**src/rtl/tile_cfg_loader.sv**
```systemverilog
// -----------------------------------------------------------------------------
// tile_cfg_loader
//
// Streams a configuration bitstream in as WORD_W-bit words and writes one
// CFG_BITS-wide frame into each of NUM_TILES tiles, in tile order 0..N-1.
// The first word of every frame carries the frame MSBs; the surplus
// (WPF*WORD_W - CFG_BITS) MSBs of that first word fall off the top of the
// shift register and are discarded.
//
// Optional feature (macro CFG_CHECK_EN): each frame is followed by one extra
// check word that must equal the XOR of the frame's WPF data words. A
// mismatch sets the sticky err flag and ends the sequence without writing
// that tile or any later one.
//
// Ports
//   clk        system clock, all logic on posedge
//   reset      asynchronous, active-high reset
//   start      begin a load sequence; only sampled in IDLE
//   din        config word (first word of a frame holds the frame MSBs)
//   din_valid  din holds a valid word
//   din_ready  loader accepts din this cycle (decoded from state)
//   wr_en      one-hot per-tile write strobe, one cycle wide
//   bits       frame being written; valid whenever wr_en is non-zero, and
//              holds the last committed frame between pulses
//   busy       high from the cycle after start is accepted until DONE exits
//   done       one-cycle pulse at end of sequence
//   err        sticky check failure, cleared by the next accepted start
//   state_dbg  current FSM state encoding (IDLE=0 LOAD=1 CHECK=2 COMMIT=3
//              DONE=4)
//
// Handshake: a word transfers on a posedge where din_valid and din_ready are
// both high. din_valid may drop at any time; din may change freely while the
// word is not being accepted. din_ready never depends on din_valid.
// -----------------------------------------------------------------------------
module tile_cfg_loader #(
  parameter int NUM_TILES = 4,
  parameter int CFG_BITS  = 77,
  parameter int WORD_W    = 8
) (
  input  logic                 clk,
  input  logic                 reset,
  input  logic                 start,
  input  logic [WORD_W-1:0]    din,
  input  logic                 din_valid,
  output logic                 din_ready,
  output logic [NUM_TILES-1:0] wr_en,
  output logic [CFG_BITS-1:0]  bits,
  output logic                 busy,
  output logic                 done,
  output logic                 err,
  output logic [2:0]           state_dbg
);

  localparam int WPF = (CFG_BITS + WORD_W - 1) / WORD_W;
  localparam int WCW = $clog2(WPF + 1);
  localparam int TW  = (NUM_TILES > 1) ? $clog2(NUM_TILES) : 1;

  typedef enum logic [2:0] {
    S_IDLE   = 3'd0,
    S_LOAD   = 3'd1,
    S_CHECK  = 3'd2,
    S_COMMIT = 3'd3,
    S_DONE   = 3'd4
  } state_t;

  state_t              state_q, state_d;
  logic [CFG_BITS-1:0] frame_sr;
  logic [WCW-1:0]      word_cnt;
  logic [TW-1:0]       tile_idx;
  logic                last_word;
  logic                last_tile;
  logic                load_xfer;

  assign last_word = (word_cnt == WCW'(WPF - 1));
  assign last_tile = (tile_idx == TW'(NUM_TILES - 1));
  assign load_xfer = (state_q == S_LOAD) && din_valid;
  assign state_dbg = state_q;

`ifdef CFG_CHECK_EN
  logic [WORD_W-1:0] xor_q;
  logic              err_q;
  logic              check_ok;

  assign check_ok = (din == xor_q);
`endif

  // ---------------------------------------------------------------------------
  // FSM state register
  // ---------------------------------------------------------------------------
  always_ff @(posedge clk or posedge reset) begin
    if (reset) state_q <= S_IDLE;
    else       state_q <= state_d;
  end

  // ---------------------------------------------------------------------------
  // Next state and din_ready decode
  // ---------------------------------------------------------------------------
  always_comb begin
    state_d   = state_q;
    din_ready = 1'b0;
    case (state_q)
      S_IDLE: begin
        if (start) state_d = S_LOAD;
      end
      S_LOAD: begin
        din_ready = 1'b1;
        if (din_valid && last_word) begin
`ifdef CFG_CHECK_EN
          state_d = S_CHECK;
`else
          state_d = S_COMMIT;
`endif
        end
      end
`ifdef CFG_CHECK_EN
      S_CHECK: begin
        din_ready = 1'b1;
        if (din_valid) state_d = check_ok ? S_COMMIT : S_DONE;
      end
`endif
      S_COMMIT: begin
        state_d = last_tile ? S_DONE : S_LOAD;
      end
      S_DONE: begin
        state_d = S_IDLE;
      end
      default: begin
        state_d = S_IDLE;
      end
    endcase
  end

  // ---------------------------------------------------------------------------
  // Datapath: frame assembly, counters and registered outputs
  // ---------------------------------------------------------------------------
  always_ff @(posedge clk or posedge reset) begin
    if (reset) begin
      frame_sr <= '0;
      word_cnt <= '0;
      tile_idx <= '0;
      wr_en    <= '0;
      bits     <= '0;
      busy     <= 1'b0;
      done     <= 1'b0;
    end else begin
      // Strobes default low so each pulse lasts exactly one cycle.
      wr_en <= '0;
      done  <= 1'b0;
      case (state_q)
        S_IDLE: begin
          if (start) begin
            word_cnt <= '0;
            tile_idx <= '0;
            busy     <= 1'b1;
          end
        end
        S_LOAD: begin
          if (load_xfer) begin
            // Shift left by one word; the truncating cast drops the bits that
            // move past CFG_BITS, which is where the first word's surplus
            // MSBs end up after WPF words.
            frame_sr <= CFG_BITS'({frame_sr, din});
            word_cnt <= word_cnt + WCW'(1);
          end
        end
        S_COMMIT: begin
          bits     <= frame_sr;
          wr_en    <= NUM_TILES'(1) << tile_idx;
          word_cnt <= '0;
          if (!last_tile) tile_idx <= tile_idx + TW'(1);
        end
        S_DONE: begin
          done <= 1'b1;
          busy <= 1'b0;
        end
        default: begin
        end
      endcase
    end
  end

`ifdef CFG_CHECK_EN
  // Running XOR of the current frame's data words, and the sticky error flag.
  always_ff @(posedge clk or posedge reset) begin
    if (reset) begin
      xor_q <= '0;
      err_q <= 1'b0;
    end else begin
      case (state_q)
        S_IDLE: begin
          if (start) begin
            xor_q <= '0;
            err_q <= 1'b0;
          end
        end
        S_LOAD: begin
          if (din_valid) xor_q <= xor_q ^ din;
        end
        S_CHECK: begin
          if (din_valid) begin
            xor_q <= '0;
            if (!check_ok) err_q <= 1'b1;
          end
        end
        default: begin
        end
      endcase
    end
  end

  assign err = err_q;
`else
  assign err = 1'b0;
`endif

endmodule

```
**config.mk**
```make
export PLATFORM = sky130hd
export DESIGN_NAME = tile_cfg_loader
export DESIGN_NICKNAME = d
export VERILOG_FILES = /design/src/rtl/tile_cfg_loader.sv
export SDC_FILE = /design/constraint.sdc
export NUM_CORES = 1
export LEC_CHECK = 0
export ABC_AREA = 1
export CAP_MARGIN = 20
export CORE_MARGIN = 5
export CORE_UTILIZATION = 45
export DETAILED_ROUTE_END_ITERATION = 8
export PLACE_DENSITY = 0.71
export SLEW_MARGIN = 10
export SYNTH_ARGS = -nofsm -noshare
export SYNTH_HDL_FRONTEND = slang
export SYNTH_SLANG_ARGS = --single-unit
```
**constraint.sdc**
```tcl
create_clock -name clk -period 5.5 [get_ports clk]
set_input_delay 0.825 -clock clk [delete_from_list [all_inputs] [get_ports clk]]
set_output_delay 0.825 -clock clk [all_outputs]
set_load 0.05 [all_outputs]
```
# == Word level (Yosys, flattened, before mapping) ==
# Index checks and enable logic that the tools add are counted.
# classes
shifts,1
eq_ne,9
n_reduce_logical,11
addsub,2
mux,15
# ops
cell,n
4-bit 2-to-1 mux,3
4-bit one-hot mux with 3 select lines,1
3-bit 2-to-1 mux,3
3-bit one-hot mux with 3 select lines,1
"2-bit != test, second input constant",3
2-bit AND reduction,3
3-bit AND reduction,2
"4-bit by 1-bit adder with 4-bit output, second input constant",1
"4-bit == test, second input constant",1
2-bit 2-to-1 mux,2
2-bit one-hot mux with 2 select lines,1
2-bit nonzero test,2
"1-bit by 2-bit << shifter with 4-bit output, first input constant",1
"3-bit by 1-bit == test with 1-bit output, second input constant",1
"3-bit by 2-bit == test with 1-bit output, second input constant",1
"3-bit == test, second input constant",1
3-bit zero test,1
1-bit 2-to-1 mux,3
3-bit nonzero test,1
"2-bit by 1-bit adder with 2-bit output, second input constant",1
"2-bit == test, second input constant",1
1-bit logical AND,2
"2-bit by 1-bit != test with 1-bit output, second input constant",1
1-bit one-hot mux with 2 select lines,1
# totals
in_bits,12
out_inout_bits,88
word_cells,46
reg_bits,169

# == Depth between registers and ports, before layout ==
# Gate-level depths: netlist (run 1).
# logic_depth
depth_word,4
ltp_mapped,8
mapped_depth_nobuf,7

# == Worst setup path before layout (run 1) ==
# No wires, ideal clock.
# synth_path
path_type,reg2out
from,reg state_q[0] (netlist: state_dbg[0])
to,out din_ready
path_stages_with_launch,4
slack_ns,3.424
required_ns,4.675
path_buffers,1
arrival_ns,1.251
path_cell_list,dfrtp_1 buf_4 nand2_2 nor2_4
# synth_between
elab_chain_len,2
# synth_rtl
item,line_no,source
"start, declared",66,"state_t state_q, state_d;"
"start signal, assigned",92,else state_q <= state_d;
3-bit by 1-bit == test with 1-bit output,101,case (state_q)
1-bit 2-to-1 mux,101,
"end, declared",45,"output logic din_ready,"
# Every way passes these cells.

# == Worst setup path after layout (run 1) ==
# Same ends and word-level chain as after synthesis.

==> results of run 1 <==
[Yosys cell counts (all sizes together), types with 6 or more instances]
library cell,number,area [µm²]
nand3,9,50.05
ha,6,75.07
buf,19,143.9
inv,85,319.1
o21ai,139,703.2
clkbuf,15,57.55
nor2,23,93.84
dfrtp,169,4229
a21oi,10,80.08
nand2,186,708.2
[worst paths after layout]
check	endpoint	cells past startpoint	slack, ns
min in group asynchronous	bits[6]$_DFFE_PP0P_	2	0.92
hold reg to reg	bits[73]$_DFFE_PP0P_	2	0.47
setup / recovery	din_ready	3	2.57
setup reg to reg	frame_sr[3]$_DFFE_PP0P_	6	3.20
hold / removal	bits[73]$_DFFE_PP0P_	2	0.47
max in group asynchronous	bits[46]$_DFFE_PP0P_	3	3.56
[metal layers]
layer	vias to the layer above	global-route usage [%]
met2	109	26.07
met1	2193	22.69
met3	24	4.625
met5	-	0
li1	2266	-
met4	0	5.685
[sequential cells by signal (all words and copies together), names as in the netlist]
signal,count
tile_idx,2
frame_sr,77
word_cnt,4
busy,1
state_dbg,3
done,1
bits,77
wr_en,4
[placed cells by master (no fill, tap or decap), types with 2 or more instances in the layout]
| cell type | count |
|---|---|
| nand2_1 | 184 |
| dfrtp_1 | 169 |
| o21ai_0 | 99 |
| clkdlybuf4s50_1 | 98 |
| inv_1 | 83 |
| o21ai_1 | 38 |
| nor2_1 | 22 |
| clkbuf_16 | 17 |
| nand3_1 | 8 |
| a21oi_2 | 8 |
| ha_1 | 6 |
| clkinv_2 | 4 |
| bufinv_16 | 4 |
| buf_4 | 4 |
| clkinvlp_4 | 3 |
| o21ai_2 | 2 |
| inv_6 | 2 |
| a21oi_1 | 2 |
| clkbuf_1 | 2 |
[critical path, delay by kind of cell, from the launching register on]
family        cells  cell delay, ns
buf+inv           1            0.83
flops             1            0.55
simple gates      2            0.29
[logic make-up after synthesis]
logic type,after synthesis,synth area share (%)
and+or+nand+nor,221,13.39
buffers and inverters,120,8.064
other,1,0.05768
adders and majority gates,6,1.155
AOI/OAI and AO/OA,150,12.14
xor gates and xnor gates,1,0.1347
DFF,169,65.05
[final cells by class]
| type | instances | area (µm²) | area share, % |
|---|---|---|---|
| flip-flops and latches | 169 | 4229 | 51.63 |
| multi-input cells | 379 | 1755 | 21.43 |
| repair buffers | 103 | 1031 | 12.59 |
| clock buffers | 20 | 446.7 | 5.453 |
| inverters | 86 | 327.8 | 4.002 |
| well taps | 184 | 230.2 | 2.810 |
| clock inverters | 12 | 171.4 | 2.093 |
[stage by stage]
stage / area [µm²] / power, mW
after floorplan: 6501 / 3.619
after global placement: 7553 / 4.337
after detailed placement: 7553 / 4.399
after CTS: 8172 / 5.656
after global routing: 8192 / 5.954
final: 8192 / 5.602
[report_power, final]
group	leakage [nW]	switching, mW	internal, mW
Sequential	2.17	0.309	1.75
Combinational	1.43	1.59	0.715
Clock	0.296	0.470	0.769
==> results.txt, run 1 <==
outcome: complete, no violations
initial DRC count: 368
CTS buffer count: 17
Slew Limit Fails: 0
slew of the pin with the lowest slew margin: 0.8866 ns
Power Dens Cells: 683.9 mW/mm²
Detailed Route WL: 13080 µm
Final WS setup: 2.570 ns
Post-synth ARST share: 100.0%
Worst Hold Class: flop to flop
Fillers: 1234
highest routed layer: met4
die height: 130.2 µm
crit path cell chain: nand2_2 > nor2_4 > clkdlybuf4s50_1
Netlist cell types: 28
Final Util: 57.01%
DR WL met3: 674 µm
CTS tree: built
initial antenna violation count: 0
Routed WL per cell: 13.72 µm
Global Route Usage Sum: 16.70%
final hold vios: 0
endpoints failing setup: 0
post-route ant nets: 0
met1 wire length: 5925 µm
Slowest cell on crit path: clkdlybuf4s50_1
HPWL after detailed placement: 8941 µm
std cell rows: 44
hold buffer count at CTS: 0
crit path kind: flop to primary output
RSZ-0062 raised after global routing: false
hold path startpoint: frame_sr[73]$_DFFE_PP0P_
Cell Area, Synth: 0.006501 mm²
Max Fclk: 341.3 MHz
crit path launch: state_dbg[0]$_DFFE_PP0P_
H-tree depth: 4
Top FF cell, synth: dfrtp_1
sequential share of the synthesized area: 65.05%
Post-synth EDFFs: 0
vias in the first global route: 4607
Die Width: 130.2 µm
Clock Latency Late Sink: 0.42 ns
area delta synth->final: 26.00%
maximum fanout along the worst path: 9
placed instance count: 920
Max-cap violations: 0
Rel. slew slack: 40.89%
largest net degree at the start of global routing: 106
setup_tns: 0 ns
final worst path period share: 53.28%
GPL Wtd Cong: 0.7959
clock slew at reported path FFs: 0.06 ns
Fin Clk Skew: 0.006268 ns
ANT cells: 0
required time of the critical path: 4.68 ns
yosys warns: 0
Lkg Pwr: 3.894 nW
clk buf depth: 2
Initial DRT Pass Iterations: 4
CTS root buf: clkbuf_16
Syn Area/Cell: 9.732 µm²
Vias/cell: 4.818
postcts setup bufs: 0
fin nets: 774
Ports: 100
Mapped Cells: 668
Critical Path Sink Type: primary output
Non-Filler Instances: 953
gr ovfl total: 0
Fin Hold WS: 0.4729 ns
first-pass GRT wire length: 22300 µm
Worst EP arrival: 2.11 ns
Setup WS pre-CTS: 2.546 ns
starting density of the core: 45.25%
number of port buffers: 98
worst r2r src: state_dbg[0]$_DFFE_PP0P_
CP startpoint kind: flop
vias: 4592
DR DRC count: 0
Clock Sinks: 169
crit-path max cell delay: 0.83 ns
CTS resizes: 0
Die ar.: 0.01695 mm²
routed wl met2: 6238 µm
post-layout minimum cycle time: 2.930 ns
worst-case vdd ir drop: 0.3840 mV
FF+latch count, synth: 169
synthesized net count: 686
core footprint: 0.01437 mm²
layout cells sized above 1: 6.632%
No activity file was read; power rests on OpenSTA's default activity.
==> run 2, diff against run 1 <==
- PLACE_DENSITY: 0.71 -> 0.69
- clock period: 5.5 -> 2.95 ns (I/O delays scaled with it)
==> results.txt, run 2 (synthesis gave the netlist of run 1 again) <==
slew of the pin with the lowest slew margin: 0.5939 ns
first-pass GRT wire length: 22390 µm
HPWL after detailed placement: 9132 µm
Die Width: 130.2 µm
layout cells sized above 1: 6.744%
hold buffer count at CTS: 0
Power Dens Cells: 1264 mW/mm²
Fin Clk Skew: 0.006925 ns
number of port buffers: 98
Worst EP arrival: 2.11 ns
commonest non-fill, non-tap cells in the layout: nand2_1, dfrtp_1, o21ai_0
Rel. slew slack: 60.32%
placed instance count: 923
largest net degree at the start of global routing: 105
outcome: complete, no violations
vias: 4536
initial antenna violation count: 0
starting density of the core: 45.25%
Ports: 100
crit-path max cell delay: 0.84 ns
commonest non-fill, non-tap cell in the layout: nand2_1
CTS buffer count: 17
std cell rows: 44
R2R cell count: 6
ANT cells: 0
Clock Latency Late Sink: 0.43 ns
gr ovfl total: 0
area delta synth->final: 26.83%
Slowest cell on crit path: clkdlybuf4s50_1
postcts setup bufs: 0
Vias/cell: 4.750
final hold vios: 0
endpoints failing setup: 0
post-route ant nets: 0
Slew Limit Fails: 0
CTS tree: built
Max-cap violations: 0
Worst Hold Class: input pin to asynchronous set/reset pin
Critical Path Sink Type: primary output
reg-to-reg endpoint: frame_sr[31]$_DFFE_PP0P_
Max Fclk: 391.0 MHz
Lkg Pwr: 3.896 nW
leading registers by flop count: bits x77, frame_sr x77
Clock Sinks: 169
H-tree depth: 4
Initial DRT Pass Iterations: 4
final worst path period share: 86.69%
setup_tns: 0 ns
core footprint: 0.01437 mm²
post-layout minimum cycle time: 2.557 ns
clock slew at reported path FFs: 0.06 ns
Fillers: 1236
required time of the critical path: 2.51 ns
register area: 0.004229 mm²
CTS resizes: 0
Non-Filler Instances: 955
fin nets: 776
Die ar.: 0.01695 mm²
CP startpoint kind: flop
vias in the first global route: 4662
worst-case vdd ir drop: 0.6458 mV
die height: 130.2 µm
CTS root buf: clkbuf_16
clk buf depth: 2
crit path cell chain: nand2_2 > nor2_4 > clkdlybuf4s50_1
worst r2r src: state_dbg[0]$_DFFE_PP0P_
maximum fanout along the worst path: 9
Routed WL per cell: 13.95 µm
DR DRC count: 0
Detailed Route WL: 13320 µm
Multi-input gate area: 0.001755 mm²
RSZ-0062 raised after global routing: false
initial DRC count: 341
GPL Wtd Cong: 0.8810
Global Route Usage Sum: 16.88%
setup slack, reg-to-reg: 1.07 ns
crit path kind: flop to primary output
## run 2: cell types whose count changed in the layout (fill, tap and decap cells not counted)
cell,change
buf_4,-2
clkbuf_1,+1
clkinvlp_4,+4
buf_12,+4
clkinv_2,-4
clkbuf_8,+1
bufinv_16,-1
inv_6,-2
clkinv_4,+1
## run 2: worst max-delay path, delay by kind of cell (launching register included)
family,cells,cell delay [ns]
buf+inv,1,0.84
flops,1,0.55
simple gates,2,0.30
## run 2: through the flow
step                cell area, µm²  hold slack [ns]  utilization [%]  setup slack [ns]  power, mW
floorplan                     6505           0.4422                -            0.3528      6.748
global placement              7637           0.4563            53.15            0.9113      8.109
detailed placement            7637           0.4671            53.15            0.8539      8.233
CTS                           8245           0.4656            57.38            0.3838      10.54
global route                  8245           0.4926            57.38            0.3123      11.06
finish                        8245           0.4468            57.38            0.3927      10.42
## run 2: where the power goes
group,leakage [nW],internal [mW],switching (mW),total (mW)
logic,1.45,1.35,2.99,4.34
clock network,0.275,1.38,0.891,2.27
registers,2.17,3.26,0.554,3.81
## run 2: worst max-delay path by stage
stage | from | to | slack (ns) | cells after the start
4_1_cts | state_dbg[0]$_DFFE_PP0P_ | din_ready | 0.38 | 3
3_5_place_dp | state_dbg[0]$_DFFE_PP0P_ | din_ready | 0.85 | 3
2_1_floorplan | reset | bits[0]$_DFFE_PP0P_ | 0.35 | 1
3_3_place_gp | state_dbg[0]$_DFFE_PP0P_ | din_ready | 0.91 | 3
5_1_grt | state_dbg[0]$_DFFE_PP0P_ | din_ready | 0.31 | 3
6_report | state_dbg[0]$_DFFE_PP0P_ | din_ready | 0.39 | 3
## run 2: layer usage
metal,global-route usage [%],vias to the layer above,part of all wire (%)
met1,21.76,2162,44
li1,-,2258,-
met4,5.501,0,1.3
met3,5.444,19,5.6
met2,27.22,97,49
met5,0,-,0
## run 2: cell type report
type | count | area share [%]
flip-flops and latches | 169 | 51.29
clock buffers | 22 | 5.630
multi-input cells | 379 | 21.29
repair buffers | 105 | 13.29
inverters | 86 | 3.961
well taps | 184 | 2.792
clock inverters | 10 | 1.745
